$ cat src/rtl/alu_mul_result_stage.sv
// Execute-stage result block: ALU pass-through, MFHI/MFLO mux and a shift-add HI/LO multiplier.
// Optional signed MULT support is enabled by defining MUL_SIGNED_EN.
module alu_mul_result_stage #(
    parameter int WIDTH = 32,
    parameter int CNT_W = 6
) (
    input  logic             clk,
    input  logic             reset,
    input  logic             in_valid,
    input  logic [WIDTH-1:0] dataA,
    input  logic [WIDTH-1:0] dataB,
    input  logic [5:0]       Signal,
    input  logic [WIDTH-1:0] aluOut,
    output logic [WIDTH-1:0] dataOut,
    output logic             busy,
    output logic             done
);

    localparam logic [5:0] MULTU = 6'b011001;
    localparam logic [5:0] MFHI  = 6'b010000;
    localparam logic [5:0] MFLO  = 6'b010010;

    typedef enum logic [1:0] {
        IDLE = 2'd0,
        MUL  = 2'd1,
        DONE = 2'd2
    } state_t;

    // state is the FSM observation point for checkers.
    state_t state;
    state_t state_next;

    logic [WIDTH-1:0]   hi;
    logic [WIDTH-1:0]   lo;
    logic [WIDTH-1:0]   multiplier;
    logic [2*WIDTH-1:0] product;
    logic [2*WIDTH-1:0] multiplicand;
    logic [2*WIDTH-1:0] product_sum;
    logic [2*WIDTH-1:0] result;
    logic [CNT_W-1:0]   counter;
    logic [WIDTH-1:0]   load_a;
    logic [WIDTH-1:0]   load_b;
    logic               accept;
    logic               last_iter;

`ifdef MUL_SIGNED_EN
    localparam logic [5:0] MULT = 6'b011000;

    logic is_mult;
    logic sign;

    // Signed multiply runs the unsigned engine on magnitudes and fixes the sign at commit.
    assign is_mult = (Signal == MULT);
    assign accept  = in_valid && ((Signal == MULTU) || is_mult) && (state != MUL);
    assign load_a  = (is_mult && dataA[WIDTH-1]) ? -dataA : dataA;
    assign load_b  = (is_mult && dataB[WIDTH-1]) ? -dataB : dataB;
    assign result  = sign ? -product_sum : product_sum;

    always_ff @(posedge clk or posedge reset) begin
        if (reset) begin
            sign <= 1'b0;
        end else if (accept) begin
            sign <= is_mult && (dataA[WIDTH-1] ^ dataB[WIDTH-1]);
        end
    end
`else
    assign accept = in_valid && (Signal == MULTU) && (state != MUL);
    assign load_a = dataA;
    assign load_b = dataB;
    assign result = product_sum;
`endif

    assign product_sum = product + (multiplier[0] ? multiplicand : '0);
    assign last_iter   = (counter == CNT_W'(WIDTH - 1));

    always_ff @(posedge clk or posedge reset) begin
        if (reset) begin
            state <= IDLE;
        end else begin
            state <= state_next;
        end
    end

    always_comb begin
        state_next = state;
        busy       = 1'b0;
        done       = 1'b0;
        case (state)
            IDLE: begin
                if (accept) state_next = MUL;
            end
            MUL: begin
                busy = 1'b1;
                if (last_iter) state_next = DONE;
            end
            DONE: begin
                done       = 1'b1;
                state_next = accept ? MUL : IDLE;
            end
            default: state_next = IDLE;
        endcase
    end

    // HI/LO are written only on the final iteration, so an aborted run never leaks out.
    always_ff @(posedge clk or posedge reset) begin
        if (reset) begin
            hi           <= '0;
            lo           <= '0;
            product      <= '0;
            multiplicand <= '0;
            multiplier   <= '0;
            counter      <= '0;
        end else if (accept) begin
            multiplicand <= {{WIDTH{1'b0}}, load_a};
            multiplier   <= load_b;
            product      <= '0;
            counter      <= '0;
        end else if (state == MUL) begin
            product      <= product_sum;
            multiplicand <= multiplicand << 1;
            multiplier   <= multiplier >> 1;
            counter      <= counter + CNT_W'(1);
            if (last_iter) begin
                {hi, lo} <= result;
            end
        end
    end

    always_comb begin
        dataOut = aluOut;
        if (Signal == MFHI) begin
            dataOut = hi;
        end else if (Signal == MFLO) begin
            dataOut = lo;
        end
    end

endmodule

$ cat config.mk
export PLATFORM = sky130hd
export DESIGN_NAME = alu_mul_result_stage
export DESIGN_NICKNAME = d
export VERILOG_FILES = /design/src/rtl/alu_mul_result_stage.sv
export SDC_FILE = /design/constraint.sdc
export NUM_CORES = 1
export LEC_CHECK = 0
export BUFFER_PORTS_ARGS = -buffer_cell sky130_fd_sc_hd__buf_2
export CAP_MARGIN = 5
export CELL_PAD_IN_SITES_DETAIL_PLACEMENT = 0
export CELL_PAD_IN_SITES_GLOBAL_PLACEMENT = 1
export CORE_ASPECT_RATIO = 1.75
export CORE_MARGIN = 2
export CORE_UTILIZATION = 41
export DETAILED_ROUTE_END_ITERATION = 7
export PLACE_DENSITY_LB_ADDON = 0.1
export SLEW_MARGIN = 20
export SYNTH_ARGS = -nofsm -noshare
export SYNTH_HDL_FRONTEND = slang
export SYNTH_SLANG_ARGS = --single-unit
$ cat constraint.sdc
create_clock -name clk -period 7.8 [get_ports clk]
set_clock_uncertainty 0.05 [all_clocks]
set_input_delay 1.17 -clock clk [delete_from_list [all_inputs] [get_ports clk]]
set_output_delay 1.17 -clock clk [all_outputs]
set_load 0.01 [all_outputs]
======== Word level (Yosys, flattened, before mapping) ========
Cells that the tools add are included.
storage, ports and cells
  word-level logic and storage cells ...... 42
  output and inout port bits .............. 34
  bits of input ports ..................... 105
  register bits after elaboration ......... 232
operators by class
  equality and inequality tests ........... 9
  muxes and demuxes ....................... 17
  $add $sub $neg .......................... 2
  bitwise logic cells ..................... 1
  reductions and logical operators ........ 6
operator list
  operator               count
  $mux W64               5
  $mux W32               4
  $add A64 B64 Y64       1
  $eq A6 B5 Y1 const B   4
  $mux W6                2
  $add A6 B1 Y6 const B  1
  $pmux W2 S3            1
  $mux W2                2
  $ne A2 B2 Y1 const B   2
  $mux W1                3
  $reduce_and A3 Y1      1
  $eq A2 B1 Y1 const B   1
  $eq A2 B2 Y1 const B   1
  $logic_and A1 B1 Y1    2
  $logic_not A2 Y1       1
  $ne A2 B1 Y1 const B   1
  $reduce_and A2 Y1      1
  $reduce_bool A2 Y1     1
  $not A1 Y1             1

======== Longest topological paths before layout ========
Gate-level depths: netlist (run 1).
  word-level depth ........................ 5
  depth in mapped cells ................... 15
  gate-level depth less buffers ........... 13

======== Least setup slack after synthesis (run 1) ========
OpenSTA, ideal clock, no wires.
  path type ............................... register to register
  start ................................... register multiplier[0]
  end ..................................... register hi[10]
  cell stages (with the launch flop) ...... 16
  setup time .............................. 0.125 ns
  path slack .............................. 3.926 ns
  data required time ...................... 7.625 ns
  path buffers ............................ 2
  period minus slack after synthesis ...... 3.874 ns
  arrival ................................. 3.700 ns
  cell sequence ........................... dfrtp_1 > clkbuf_1 > clkbuf_1 > and2_1 > ha_1 > fa_1 > a211oi_1 > o21ai_0 > a211oi_2 > o21ai_2 > a41oi_2 > nor4_2 > o41ai_2 > o41ai_2 > xor2_1 > mux2_2
between the ends
  longest elaborated chain between the ends .. 2
RTL lines
  what                      line  text
  start: declaration        35    logic [WIDTH-1:0] multiplier;
  start signal: assignment  115   multiplier <= load_b;
  start signal: assignment  121   multiplier <= multiplier >> 1;
  $mux W64                  73    assign product_sum = product + (multiplier[0] ? multiplicand : '0);
  $add A64 B64 Y64          73
  end signal: assignment    124   {hi, lo} <= result;
  end: declaration          33    logic [WIDTH-1:0] hi;
Every way passes these cells.
A chain may end at the register's enable or synchronous reset.

======== Worst setup path after layout (run 1) ========
  start ................................... register multiplier[0]
  end ..................................... register product[62]
between the ends
  longest elaborated chain between the ends .. 4
RTL lines
  what                    line  text
  $mux W64                73
  $add A64 B64 Y64        73
  $mux W64                118   end else if (state == MUL) begin
  $mux W64                113   end else if (accept) begin
  end signal: assignment  119   product <= product_sum;
  end: declaration        36    logic [2*WIDTH-1:0] product;
Every way passes these cells. The select of a mux whose other input is x is not followed.

==> reports/results.ini, run 1 <==
[synth]
ys_types = 63
synth_mux_area_share_pct = 2.89
yosys-top-cells-area = dfrtp_1, nand2_1, o21ai_0, ha_1, a31oi_1
synth_top_family_by_area = compound AO/OA/AOI/OAI gates
synth_area_leader_cell = dfrtp_1
ys.warnings.count = 0
yosys.area_share.simple_pct = 20.6
synth-compound-area-share_pct = 20.8
synth-edff-count = 0
yosysSeqAreaShare_pct = 42.1
syn_area_per_cell_sq_um = 8.40
synth_common_cells = nand2_1, dfrtp_1, o21ai_0
synthXorXnorAreaFrac_pct = 4.01
synth_area_sq_um = 13800
synthAdderAreaFrac_pct = 5.96
synth_top_flop_cell = dfrtp_1
synthesis.instances = 1640
synth_most_common_cell = nand2_1
syn_nets = 1810
synth_top_area_share_pct = 42.1
ys_seq_elements = 232
synthArstFlopShare_pct = 100

[critical_path]
required_ps = 8120
cp.arrival_ps = 4800
r2r_cells = 13
cp_slowest_cell = a211oi_2
cpMostUsedCell = o21ai_0
crit_path_cell_trace = buf_4 -> and2_1 -> fa_1 -> a211oi_1 -> o21ai_0 -> a211oi_2 -> nor3_1 -> o2111a_1 -> nor2_1 -> o21ai_1 -> a221oi_1 -> xor2_1 -> o21ai_0
crit_type = reg -> reg
r2r_slack_ps = 3320
critPathMaxFanout = 64
timing.rr.start = multiplier[0]
rr_endpoint = product[62]
start_kind = flop
critPathMaxStageDelay_ps = 550
cp-end-kind = flop

[finish]
syn2layout_area_growth_pct = 13.2
stdcell_area_sq_um = 15600
insertedDiodeCount = 0
nNetsFinal = 1873
stdcell_count = 2126
drive_gt1_share_pct = 13.0
fillers = 3351

[clocking]
post_cts_buffers = 0
cts_tree = done
cts-hold-fix-buffers = 0
cts_max_level = 1
ctsResizeCount = 0
clkLatencyLatePin_ps = 560
cts_buffers = 25
clock_sinks = 232
path_clk_slew_ps = 60
cts_buffer_depth = 3
cts_root_buffer = clkbuf_16

[place]
hpwlAfterDp_um = 28500
gp_congestion = 0.890
dp_cells = 2081
place_area_sq_um = 14700
numPortBuffers = 138

[sta]
relSlewSlack_pct = 32.5
grt_setup_unrepaired = no
whs_ps = 430
fin_crit_ps = 4480
hold_viol = 0
tightest_slew_ps = 1010
drv_slew = 0
fin_setup_tns_ps = 0
fmax_ghz = 0.223
setup_violations = 0
timing.final.crit_share_pct = 57.4

[floorplanning]
die_h_um = 246
floorplan.io_pins = 139
fp-row-count = 88
coreArea_sq_um = 33000
fp.dieArea_sq_um = 35100
initial_core_util_pct = 41.7
die_x_um = 143

[global_routing]
grt_pass1_wl_um = 65300
antenna_found_initial = 0
grt_pass1_vias = 11865
grtUsageTotal_pct = 23.6
grt_max_degree = 107
grt_overflow_total = 0

[power]
finalPower_w = 0.00609
p_leak_nw = 7.40
vdd_drop_max_mv = 0.173
powerDensity_nw_per_um2 = 391

[min_path]
whs_endpoint = hi[12]
worstHoldStart = hi[12]
hold_class = reg -> reg
whs_path_depth = 2

[drt]
first_pass_iters = 5
postRouteAntennaNets = 0
drt-vias-per-instance = 5.56
routed-via-count = 11813
wl_per_cell_um = 19.2
first_iter_violations = 653
post-route-drc-count = 0
wirelength_um = 40900

[job]
cap_violations = 0

[status]
status = finished, final reports clean

==> placed cells by master (no fill, tap or decap), types with 10 or more instances in the layout <==
| master | n |
|---|---|
| nand3_1 | 67 |
| mux2i_1 | 33 |
| nor2_1 | 95 |
| ha_1 | 64 |
| xor2_1 | 25 |
| nand2_1 | 356 |
| xnor2_1 | 38 |
| inv_1 | 18 |
| buf_2 | 138 |
| a31oi_1 | 70 |
| clkbuf_16 | 25 |
| a22o_1 | 13 |
| nor3_1 | 10 |
| a21o_1 | 27 |
| nand4_1 | 15 |
| dfrtp_1 | 232 |
| and2_1 | 69 |
| o21ai_0 | 199 |
| a21oi_1 | 76 |
| o21bai_1 | 14 |
==> per-stage QoR <==
stage,setup WS (ps),utilization (%)
2_1_floorplan,219,-
3_3_place_gp,3390,44.4
3_5_place_dp,3320,44.4
4_1_cts,3280,47.2
5_1_grt,2950,47.2
6_report,3320,47.2
==> worst max path at each step <==
stage                              from          end  slack, ps  cells past startpoint
after global routing      multiplier[0]  product[62]       2950                     13
after detailed placement  multiplier[0]       hi[30]       3320                     13
final                     multiplier[0]  product[62]       3320                     13
after CTS                 multiplier[0]       hi[30]       3280                     13
after floorplan                   reset   counter[0]        220                      1
after global placement    multiplier[0]  product[62]       3390                     13
==> per-layer routing <==
| metal | track usage, % | vias to the layer above | wire length [um] |
|---|---|---|---|
| li1 | - | 5841 | - |
| met3 | 2.10 | 65 | 1090 |
| met5 | 0 | - | 0 |
| met4 | 7.16 | 0 | 1200 |
| met2 | 42.8 | 225 | 21100 |
| met1 | 29.4 | 5682 | 17400 |
==> cells by family (layout without fill, tap and decap cells) <==
kind of cell	count (synthesis)	after routing
AOI/OAI and AO/OA	463	463
xor gates and xnor gates	63	63
adders and majority gates	65	65
buffers and inverters	134	215
DFF	232	232
muxes	39	39
and+or+nand+nor	644	644
==> state kept, by name, indices dropped and copies added (netlist names) <==
signal / flops
state: 2
counter: 6
multiplicand: 64
lo: 32
hi: 32
multiplier: 32
product: 64
==> worst max-delay path: cells and delay by family (launching register included) <==
kind,cells,cell delay (ps)
compound gates,7,2160
xor+xnor,1,210
fa+ha+maj,1,460
buf+inv,1,310
flops,1,370
simple gates,3,740
==> power by group <==
| part | internal, W | switching, W | leakage, nW | total (W) |
|---|---|---|---|---|
| Combinational | 0.00106 | 0.00181 | 4.23 | 0.00287 |
| Sequential | 0.00160 | 0.000276 | 2.73 | 0.00187 |
| Clock | 0.000828 | 0.000520 | 0.440 | 0.00135 |
==> cell type report <==
cell class	count	area, sq um	share of cell area, %
multi-input cells	1274	7500	48.1
flip-flops and latches	232	5810	37.2
repair buffers	149	781	5.01
clock buffers	34	699	4.49
well taps	405	507	3.25
clock inverters	11	218	1.40
inverters	21	86.3	0.554
(Power assumes the default switching activity.)
==> run 2, diff against run 1 <==
clock period = 4 ns   (was 7.8 ns; I/O delays follow)
==> reports/results.ini, run 2 (same netlist as run 1, synthesis figures left out) <==
[clocking]
path_clk_slew_ps = 70
cts-hold-fix-buffers = 0
clkLatencyLatePin_ps = 560
clock_sinks = 232
cts_buffer_depth = 3
cts_max_level = 1
cts_tree = done
cts_root_buffer = clkbuf_16
cts_buffers = 25

[power]
p_leak_nw = 7.65
powerDensity_nw_per_um2 = 759
vdd_drop_max_mv = 0.372

[critical_path]
required_ps = 4440
cpMostUsedCell = o21ai_0
critPathMaxFanout = 43
r2r_slack_ps = 200
critPathMaxStageDelay_ps = 450
cp-end-kind = flop
cp_slowest_cell = ha_1
rr_endpoint = hi[24]
crit_type = reg -> reg
r2r_cells = 14
start_kind = flop
cp.arrival_ps = 4240
timing.rr.start = multiplier[0]
crit_path_cell_trace = buf_12 -> and2_1 -> ha_1 -> nand2_1 -> o21ai_0 -> a21oi_1 -> o31a_1 -> o21ai_0 -> nor2_2 -> o21ai_1 -> buf_4 -> o2111ai_2 -> or3_1 -> nand3_1

[floorplanning]
fp-row-count = 88
die_x_um = 143
fp.dieArea_sq_um = 35100
coreArea_sq_um = 33000
floorplan.io_pins = 139
die_h_um = 246
initial_core_util_pct = 41.7

[finish]
insertedDiodeCount = 0
drive_gt1_share_pct = 15.7
final_cell_mix = nand2_1, dfrtp_1, o21ai_0, buf_2, nor2_1
layout_commonest_cell = nand2_1
stdcell_count = 2168
reg_top3 = multiplicand x64, product x64
nNetsFinal = 1914
syn2layout_area_growth_pct = 16.1

[global_routing]
grt_pass1_vias = 11906
antenna_found_initial = 0
grt_pass1_wl_um = 67800
grt_overflow_total = 0
grtUsageTotal_pct = 24.9
grt_max_degree = 111

[drt]
routed-via-count = 12054
wl_per_cell_um = 20.2
drt-vias-per-instance = 5.56
post-route-drc-count = 0
first_iter_violations = 537
postRouteAntennaNets = 0
first_pass_iters = 5
wirelength_um = 43800

[sta]
setup_violations = 0
hold_viol = 0
tightest_slew_ps = 1000
timing.final.crit_share_pct = 95.0
grt_setup_unrepaired = yes
relSlewSlack_pct = 33.1
fmax_ghz = 0.263
fin_setup_tns_ps = 0
fin_crit_ps = 3800
drv_slew = 0

[status]
status = finished, final reports clean

[place]
dp_cells = 2117
hpwlAfterDp_um = 31500
numPortBuffers = 138
gp_congestion = 0.940

[min_path]
hold_class = in -> async

[job]
cap_violations = 0

==> run 2: changes by cell type in the layout (fill, tap and decap cells not counted), moves of 3 or more <==
cell / before / now
bufinv_16: 6 / 3
buf_12: 0 / 8
buf_4: 9 / 44
clkinv_2: 1 / 6
clkinvlp_4: 2 / 5
clkbuf_1: 5 / 1
==> run 2: where the power goes <==
part	total (W)	internal [W]	switching (W)	leakage [nW]
sequential	0.00369	0.00311	0.000575	2.73
clock	0.00246	0.00141	0.00105	0.415
combinational	0.00599	0.00235	0.00363	4.51
==> run 2: what timing repair did <==
| action | in CTS | in global routing |
|---|---|---|
| buffers inserted | 0 | 5 |
| gates resized for setup | 0 | 12 |
| pin swaps | 1 | 5 |
| cloned | 0 | 0 |
| setup endpoints to repair | 1 | 30 |
==> run 2: layer usage <==
metal / vias up / global-route usage, % / wire length, um / part of all wire [%]
li1: 5937 / - / - / -
met1: 5792 / 29.3 / 17600 / 40
met2: 255 / 46.1 / 23100 / 53
met3: 70 / 2.93 / 1510 / 3.5
met4: 0 / 9.17 / 1680 / 3.8
met5: - / 0 / 0 / 0
==> run 2: critical path: cells and delay by family (launching register included) <==
kind                     cells  cell delay (ps)
AO/OA/AOI/OAI                6             1410
adder cells (fa/ha/maj)      1              450
buffers and inverters        2              370
AND/OR/NAND/NOR              5              980
flip-flops                   1              440
==> run 2: area by class of cell <==
class | instances | area (sq um)
fillers | 3319 | 17000
well taps | 405 | 507
repair buffers | 190 | 1180
multi-input cells | 1274 | 7560
clock buffers | 29 | 671
flip-flops and latches | 232 | 5810
inverters | 21 | 82.6
clock inverters | 17 | 185
==> run 2: worst max path at each step <==
stage	start	endpoint	depth (start not counted)
2_1_floorplan	multiplier[0]	hi[10]	15
3_3_place_gp	multiplier[0]	product[63]	13
3_5_place_dp	multiplier[0]	product[63]	13
4_1_cts	multiplier[0]	product[62]	14
5_1_grt	multiplier[0]	hi[1]	15
6_report	multiplier[0]	hi[24]	14
==> run 2: through the flow <==
step | area, sq um | hold slack [ps] | power [W] | setup WS (ps) | utilization, %
3_3_place_gp | 15000 | 410 | 0.00957 | 99.9 | 45.5
3_5_place_dp | 15000 | 413 | 0.00962 | 26.5 | 45.5
6_report | 16000 | 173 | 0.0121 | 200 | 48.4
5_1_grt | 16000 | 221 | 0.0130 | -23.5 | 48.4
2_1_floorplan | 13800 | 395 | 0.00761 | 126 | -
4_1_cts | 15900 | 188 | 0.0121 | 65.1 | 48.1
